File: src/rtl/id_ex_stage.sv
// ID/EX pipeline register with load-use hazard detection.
// Optional feature macro: LOAD_USE_STALL_EN (enables hazard_stall logic).
module id_ex_stage #(
    parameter int XLEN   = 32,
    parameter int CTRL_W = 8
) (
    input  logic              clk,
    input  logic              rst,
    input  logic [4:0]        id_rs1,
    input  logic [4:0]        id_rs2,
    input  logic [4:0]        id_rd,
    input  logic [XLEN-1:0]   id_read_data1,
    input  logic [XLEN-1:0]   id_read_data2,
    input  logic [XLEN-1:0]   id_imm,
    input  logic [XLEN-1:0]   id_pc,
    input  logic [3:0]        id_funct,
    input  logic [CTRL_W-1:0] id_ctrl,
    input  logic              flush,
    input  logic              hold,
    output logic [4:0]        ID_EX_Rs1,
    output logic [4:0]        ID_EX_Rs2,
    output logic [4:0]        ID_EX_Rd,
    output logic [XLEN-1:0]   ID_EX_ReadData1,
    output logic [XLEN-1:0]   ID_EX_ReadData2,
    output logic [XLEN-1:0]   ID_EX_Imm,
    output logic [XLEN-1:0]   ID_EX_PC,
    output logic [3:0]        ID_EX_Funct,
    output logic [CTRL_W-1:0] ID_EX_Ctrl,
    output logic              ID_EX_Valid,
    output logic              hazard_stall
);

    typedef struct packed {
        logic [4:0]        rs1;
        logic [4:0]        rs2;
        logic [4:0]        rd;
        logic [XLEN-1:0]   rd1;
        logic [XLEN-1:0]   rd2;
        logic [XLEN-1:0]   imm;
        logic [XLEN-1:0]   pc;
        logic [3:0]        funct;
        logic [CTRL_W-1:0] ctrl;
        logic              valid;
    } id_ex_t;

    id_ex_t stage_q;
    id_ex_t stage_d;
    id_ex_t incoming;

`ifdef LOAD_USE_STALL_EN
    logic rd_nz;
    logic rd_match;

    // Load in EX whose destination is a source of the ID instruction
    always_comb begin
        rd_nz        = (stage_q.rd != 5'd0);
        rd_match     = (stage_q.rd == id_rs1) | (stage_q.rd == id_rs2);
        hazard_stall = stage_q.valid & stage_q.ctrl[6] & rd_nz & rd_match;
    end
`else
    assign hazard_stall = 1'b0;
`endif

    // Bundle the ID-side fields as a valid instruction
    always_comb begin
        incoming.rs1   = id_rs1;
        incoming.rs2   = id_rs2;
        incoming.rd    = id_rd;
        incoming.rd1   = id_read_data1;
        incoming.rd2   = id_read_data2;
        incoming.imm   = id_imm;
        incoming.pc    = id_pc;
        incoming.funct = id_funct;
        incoming.ctrl  = id_ctrl;
        incoming.valid = 1'b1;
    end

    // Next state: flush > hold > load-use bubble > load
    always_comb begin
        stage_d = stage_q;
        if (flush) begin
            stage_d = '0;
        end else if (hold) begin
            stage_d = stage_q;
        end else if (hazard_stall) begin
            stage_d = '0;
        end else begin
            stage_d = incoming;
        end
    end

    // Pipeline register, cleared asynchronously on reset
    always_ff @(posedge clk or posedge rst) begin
        if (rst) begin
            stage_q <= '0;
        end else begin
            stage_q <= stage_d;
        end
    end

    assign ID_EX_Rs1       = stage_q.rs1;
    assign ID_EX_Rs2       = stage_q.rs2;
    assign ID_EX_Rd        = stage_q.rd;
    assign ID_EX_ReadData1 = stage_q.rd1;
    assign ID_EX_ReadData2 = stage_q.rd2;
    assign ID_EX_Imm       = stage_q.imm;
    assign ID_EX_PC        = stage_q.pc;
    assign ID_EX_Funct     = stage_q.funct;
    assign ID_EX_Ctrl      = stage_q.ctrl;
    assign ID_EX_Valid     = stage_q.valid;

endmodule
File: config.mk
export PLATFORM = sky130hd
export DESIGN_NAME = id_ex_stage
export DESIGN_NICKNAME = d
export VERILOG_FILES = /design/src/rtl/id_ex_stage.sv
export SDC_FILE = /design/constraint.sdc
export NUM_CORES = 1
export LEC_CHECK = 0
export ABC_CLOCK_PERIOD_IN_PS = 11350
export BUFFER_PORTS_ARGS = -buffer_cell sky130_fd_sc_hd__buf_2
export CAP_MARGIN = 5
export CORE_ASPECT_RATIO = 1.75
export CORE_MARGIN = 3
export CORE_UTILIZATION = 45
export CTS_BUF_LIST = sky130_fd_sc_hd__clkbuf_8
export CTS_CLUSTER_SIZE = 40
export DETAILED_ROUTE_END_ITERATION = 8
export PLACE_DENSITY = 0.87
export SLEW_MARGIN = 10
export SYNTH_ARGS = -nofsm -noshare
export SYNTH_HDL_FRONTEND = slang
export SYNTH_SLANG_ARGS = --single-unit
File: constraint.sdc
create_clock -name clk -period 11.35 [get_ports clk]
set_input_delay 1.135 -clock clk [delete_from_list [all_inputs] [get_ports clk]]
set_output_delay 1.135 -clock clk [all_outputs]
set_load 0.03 [all_outputs]
After elaboration in Yosys (flattened, before gate mapping)
Index checks and enable logic that the tools add are counted.

Bits in writable memories: 0. Flip-flop bits (word level): 156. Memories kept: 0. Latch bits: 0. Word-level logic and storage cells: 13. Memory bits (read-only): 0. Input port bits: 159. Output and inout bits: 157.

Mux-type cells: 2. Div/mod/pow operators: 0. Equality and inequality tests: 1. Reductions and logical operators: 0. Shifts and indexed selects: 0. Magnitude comparators: 0. Bitwise logic cells: 0. Multipliers: 0. Add/subtract/negate cells: 0.

Operators with widths (count): $mux W156 (2); $ne A2 B2 Y1 const B (1).

Depth between registers and ports, before layout
Gate-level depths: netlist of the first run.

Depth after elaboration: 2. Mapped depth: 5. Mapped depth without buffers: 2.

Worst setup path before layout of the first run
Ideal clock, no wire load.

Path kind: input to register. Start point: input port hold. End point: register stage_q, in the netlist ID_EX_Ctrl[0]. Data arrival time: 1775 ps. Slack: 9443 ps. Stages on the path: 5. Data required time: 11218 ps. Cells stage by stage: buf_4 -> buf_12 -> buf_12 -> mux2i_1 -> nor2_1.

Word-level cells in the longest chain between the ends: 1.

Ends and longest elaborated chain: from (decl) (RTL line 19) `input logic hold,`; $ne A2 B2 Y1 (no line); to (signal assigned) (RTL line 97) `stage_q <= stage_d;`; to (decl) (RTL line 46) `id_ex_t stage_q;`.

Every way passes these cells. A chain may end at the register's enable or synchronous reset.

Worst setup path in the final report of the first run
Start point: input port hold. End point: register stage_q, in the netlist ID_EX_Rd[3].

The elaborated chain is that of the path after synthesis.

==> metrics.csv, run 1 <==
metric,value,unit
outcome,"finished, final reports clean",
P_int,828.3,µW
skew final,0,ns
final WL,15.83,mm
Slew Limit Fails,0,
P_leak,4.909,nW
worst-path maximum fanout,98,
worst path cell trace,clkbuf_8 -> buf_4 -> mux2i_1 -> nor2_1,
crit start category,primary input,
DRT iter0 DRCs,138,
Pre-Repair DR Iteration Count,4,
I/O pins,316,
count of different cell masters after synthesis,11,
Rows,57,
die height,164.5,µm
post-CTS resize count,0,
Layout fillers,1180,
cells after synthesis,506,
# setup viols final,0,
top sig layer,met4,
antenna violations before repair,0,
Bufs on Longest Clock Path,2,
hold_sp,ID_EX_Rs1[2]$_DFFE_PP0P_,
Slew @ Worst Pin,1.033,ns
DR vias/cell,4.819,
crit path DAT,3.19,ns
core area,13980,µm²
width of the die,96.58,µm
largest net degree at the start of global routing,99,
Inst Count DP,964,
Place WS,8.018,ns
register clock-pin slew on the reported worst setup and hold paths,0.09,ns
post-layout minimum cycle time,2.911,ns
"Core Util, Final",59.08,%
CTS Sinks,156,
CTS tree,yes,
Cell Pwr Density,146.2,nW/µm²
DR WL/cell,15.90,µm
combinational share of power,17.7,%
IO buf count,314,
Reg2Reg Launch Point,ID_EX_ReadData2[26]$_DFFE_PP0P_,
Final Non-Filler Cells,996,
post-route setup TNS,0,ns
grt ovf,0,
P&R area growth vs syn,27.81,%
hold path depth,2,
Crit. End Element,flip-flop,
root buf cell,clkbuf_8,
final hold violations,0,
first-pass GRT wire length,23.59,mm
min setup slack post-route,8.439,ns
Starting Density,46.22,%
Crit Path Class,primary input to flip-flop,
Synth area leaders,"dfrtp_1 (60%), mux2i_1 (24%), nor2_1 (9.0%)",
"Cell Area, Synth",6461,µm²
fin crit share,25.65,%
Hold Path Class,flip-flop to flip-flop,
MaxCap Viol Count,0,
#FFs+latches synth,156,
worst-skew pair later-pin latency,0.43,ns
Synth Warn #,0,
Crit path required time,11.63,ns
layout cells sized above 1,42.74,%
postcts setup bufs,0,
fmax,343.5,MHz
"area leader, netlist",dfrtp_1,
Net Sw Power,379.3,µW
syn nets,665,
gpl congestion,0.7916,
Flop pwr share,50.0,%
htree depth,4,
drt drc,0,
Max rail drop VDD,0.09915,mV
Die ar.,15890,µm²
CTS Buf Count,17,
"commonest cells after routing, fill and taps aside","buf_2 (312), dfrtp_1 (156), mux2i_1 (155), nor2_1 (155), clkbuf_8 (19)",
post-route ant nets,0,
Syn Area/Cell,12.77,µm²
Met2 Wirelength,8.341,mm
RSZ-0062 raised after global routing,no,
Clock power frac,32.3,%
"Slowest-stage cell, CP",buf_4,
dpl hpwl,11.51,mm
gr usage total,19.27,%
sequential share of the synthesized area,60.42,%
Sw Ratio,31.41,%
antenna cell count,0,
CP startpoint,hold,
CP peak stage delay,0.89,ns
met3 wire len,1.380,mm
Max transition margin,31.11,%
Vias,4800,
cells on worst reg2reg path,2,
Yosys top cell area share,60.42,%
routed metal-1 wire length,5.773,mm
"commonest non-fill, non-tap cell in the layout",buf_2,
nets,965,
Power Total,1.208,mW
Post-CTS Hold Fix Bufs,0,
vias in the first global route,4786,
## per-layer routing
metal | global-route usage [%] | vias up
li1 | - | 2266
met2 | 33.52 | 225
met5 | 0 | -
met3 | 5.880 | 25
met1 | 21.80 | 2284
met4 | 7.280 | 0
## power groups by stage
stage	logic [mW]	registers (mW)	clock network [mW]
floorplan	0.0859	0.677	0
global placement	0.213	0.613	0
detailed placement	0.217	0.614	0
CTS	0.217	0.604	0.405
global route	0.231	0.608	0.429
finish	0.214	0.604	0.390
## cells by family after synthesis
family | count (synthesis) | share of synthesized area [%]
DFF | 156 | 60.42
other | 1 | 0.05804
muxes | 155 | 24.01
buffers and inverters | 38 | 6.429
and+or+nand+nor | 155 | 9.005
AOI/OAI and AO/OA | 1 | 0.07739
## through the flow
step,hold WS [ns],area (µm²)
final,0.5198,8258
after global routing,0.5465,8258
after CTS,0.5279,8258
after detailed placement,0.5074,7885
after global placement,0.4962,7885
after floorplan,0.6551,6461
## area by class of cell
| class | instances | area (µm²) | share of cell area [%] |
|---|---|---|---|
| clock buffer | 18 | 247.7 | 3.000 |
| clock inverter | 14 | 125.1 | 1.515 |
| inverter | 2 | 12.51 | 0.1515 |
| multi-input combinational | 312 | 2142 | 25.94 |
| sequential | 156 | 3904 | 47.27 |
| tap | 177 | 221.5 | 2.682 |
| timing repair buffer | 317 | 1605 | 19.44 |
## Yosys cell counts
library cell	number
dfrtp_1	156
mux2i_1	155
nor2_1	155
buf_12	15
clkbuf_1	12
buf_2	5
buf_4	3
inv_1	2
a21oi_1	1
buf_8	1
conb_1	1
## worst max-delay path: cells and delay by family
family        cells  cell delay, ns
buf+inv           2            1.55
mux               1            0.31
simple gates      1            0.06
## flip-flops by register name, indices dropped and copies added (netlist names)
name	flops
ID_EX_Rs2	5
ID_EX_ReadData1	32
ID_EX_Valid	1
ID_EX_Imm	32
ID_EX_ReadData2	32
ID_EX_Funct	4
ID_EX_Rd	5
ID_EX_PC	32
ID_EX_Rs1	5
ID_EX_Ctrl	8
## final timing paths
kind                                                    to  slack [ns]
max in group asynchronous  ID_EX_ReadData1[18]$_DFFE_PP0P_        9.04
min reg2reg                       ID_EX_Rs1[2]$_DFFE_PP0P_        0.52
min                               ID_EX_Rs1[2]$_DFFE_PP0P_        0.52
max                                ID_EX_Rd[3]$_DFFE_PP0P_        8.44
min in group asynchronous        ID_EX_Imm[22]$_DFFE_PP0P_        0.80
max reg2reg                ID_EX_ReadData2[26]$_DFFE_PP0P_       10.55
(Power assumes the default switching activity.)
==> run 2, diff against run 1 <==
- ABC_CLOCK_PERIOD_IN_PS: 11350 -> 2850
- clock period: 11.35 -> 2.85 ns (I/O delays scaled with it)
==> metrics.csv, run 2 (synthesized netlist as in run 1, its figures left out) <==
metric,value,unit,change
outcome,"finished, final reports clean",,unchanged
antenna violations before repair,1,,was 0
DRT iter0 DRCs,177,,was 138
I/O pins,316,,unchanged
Crit path required time,2.57,ns,was 11.63 ns
Rows,57,,unchanged
width of the die,96.58,µm,unchanged
Cell Pwr Density,589.0,nW/µm²,was 146.2 nW/µm²
vias in the first global route,4877,,was 4786
RSZ-0062 raised after global routing,no,,unchanged
worst path cell trace,buf_2,,was clkbuf_8 -> buf_4 -> mux2i_1 -> nor2_1
area of placed instances,7991,µm²,was 7885 µm²
Slew Limit Fails,0,,unchanged
gpl congestion,0.8189,,was 0.7916
Pre-Repair DR Iteration Count,4,,unchanged
grt ovf,0,,unchanged
root buf cell,clkbuf_8,,unchanged
P&R area growth vs syn,30.13,%,was 27.81%
drt drc,0,,unchanged
CP peak stage delay,0.39,ns,was 0.89 ns
Hold Path Class,primary input to flip-flop,,was flip-flop to flip-flop
htree depth,4,,unchanged
P_leak,4.959,nW,was 4.909 nW
Reg2Reg Launch Point,ID_EX_PC[3]$_DFFE_PP0P_,,was ID_EX_ReadData2[26]$_DFFE_PP0P_
CTS tree,yes,,unchanged
post-layout minimum cycle time,1.303,ns,
fin crit share,45.73,%,
DR vias/cell,4.821,,was 4.819
CP top delay family,flip-flops,,was buffers and inverters
worst-skew pair later-pin latency,0.41,ns,was 0.43 ns
Max transition margin,45.39,%,was 31.11%
"commonest non-fill, non-tap cell in the layout",buf_2,,unchanged
post-route setup TNS,0,ns,unchanged
crit path DAT,1.02,ns,was 3.19 ns
die height,164.5,µm,unchanged
IO buf count,314,,unchanged
Power Total,4.952,mW,was 1.208 mW
"Slowest-stage cell, CP",dfrtp_1,,was buf_4
"commonest cells after routing, fill and taps aside","buf_2 (312), dfrtp_1 (156), mux2i_1 (155), nor2_1 (155), clkbuf_8 (18)",,"was buf_2 (312), dfrtp_1 (156), mux2i_1 (155), nor2_1 (155), clkbuf_8 (19)"
hold_sp,id_funct[2],,was ID_EX_Rs1[2]$_DFFE_PP0P_
MaxCap Viol Count,0,,unchanged
worst-path maximum fanout,2,,was 98
register clock-pin slew on the reported worst setup and hold paths,0.09,ns,about the same
post-route ant nets,0,,unchanged
Crit Path Class,flip-flop to output pin,,was primary input to flip-flop
postcts setup bufs,0,,unchanged
Slew @ Worst Pin,0.8191,ns,was 1.033 ns
r2r setup slk,2.06,ns,was 10.55 ns
Die ar.,15890,µm²,unchanged
register area,3904,µm²,unchanged
first-pass GRT wire length,23.83,mm,was 23.59 mm
Buf/Inv on CP,1,,was 2
skew final,0,ns,unchanged
final hold violations,0,,unchanged
Vias,4835,,was 4800
Starting Density,46.22,%,unchanged
CTS Buf Count,17,,unchanged
core area,13980,µm²,unchanged
DR WL/cell,15.73,µm,was 15.90 µm
area of the multi-input gates,2142,µm²,unchanged
crit start category,flip-flop,,was primary input
CP startpoint,ID_EX_PC[21]$_DFFE_PP0P_,,was hold
Inst Count DP,970,,was 964
final hold slack,0.09679,ns,was 0.5198 ns
gr usage total,19.43,%,was 19.27%
Max rail drop VDD,0.3057,mV,was 0.09915 mV
nets,972,,was 965
final instance area,8408,µm²,was 8258 µm²
# setup viols final,0,,unchanged
Layout fillers,1151,,was 1180
Final Non-Filler Cells,1003,,was 996
Bufs on Longest Clock Path,2,,unchanged
final WL,15.77,mm,was 15.83 mm
Crit. End Element,output pin,,was flip-flop
fmax,767.3,MHz,
layout cells sized above 1,42.79,%,was 42.74%
largest net degree at the start of global routing,157,,was 99
CTS Sinks,156,,unchanged
dpl hpwl,11.48,mm,was 11.51 mm
run 2: changes by cell type in the layout (fill, tap and decap cells not counted), sizes merged:
cell,change
dlygate4sd3,+1
clkinvlp,+6
clkinv,-5
buf,+6
diode,+1
clkbuf,-1
bufinv,+3
inv,-4
run 2: where the power goes:
group	internal (mW)	leakage [nW]	switching, mW	total [mW]
sequential	2.34	2.07	0.0680	2.40
clock	0.867	0.194	0.817	1.68
combinational	0.309	2.70	0.556	0.864
run 2: final timing paths:
| path | end | cells past startpoint |
|---|---|---|
| setup / recovery | ID_EX_PC[21] | 1 |
| hold / removal | ID_EX_Funct[2]$_DFFE_PP0P_ | 3 |
| setup reg to reg | ID_EX_PC[3]$_DFFE_PP0P_ | 2 |
| hold reg to reg | ID_EX_ReadData1[30]$_DFFE_PP0P_ | 2 |
| max in group asynchronous | ID_EX_PC[8]$_DFFE_PP0P_ | 4 |
| min in group asynchronous | ID_EX_ReadData2[18]$_DFFE_PP0P_ | 3 |
run 2: area by class of cell:
class	instances	area share, %
Antenna cell	1	0.02976
Clock buffer	17	2.783
Clock inverter	14	2.024
Inverter	2	0.1339
Multi-Input combinational cell	312	25.48
Sequential cell	156	46.43
Tap cell	177	2.634
Timing Repair Buffer	324	20.49
run 2: worst reg2reg max path, stage by stage (launching register included):
cell	delay [ns]
dfrtp_1	0.41
mux2i_1	0.18
nor2_1	0.07
run 2: timing repair:
action,CTS,global route
hold endpoints to repair,19,0
hold buffers,1,0
resized for setup,0,0
run 2: per-stage QoR:
| step | utilization [%] | setup WS [ns] |
|---|---|---|
| after global placement | 57.17 | 1.272 |
| after CTS | 60.13 | 1.491 |
| after global routing | 60.15 | 1.465 |
| after floorplan | - | 0.5921 |
| final | 60.15 | 1.547 |
| after detailed placement | 57.17 | 1.228 |
run 2: routing by layer:
metal	wire [µm]	track usage (%)	up-vias
met3	1194	5.105	25
li1	-	-	2284
met1	5707	21.19	2317
met2	8510	35.22	209
met5	0	0	-
met4	359	7.280	0
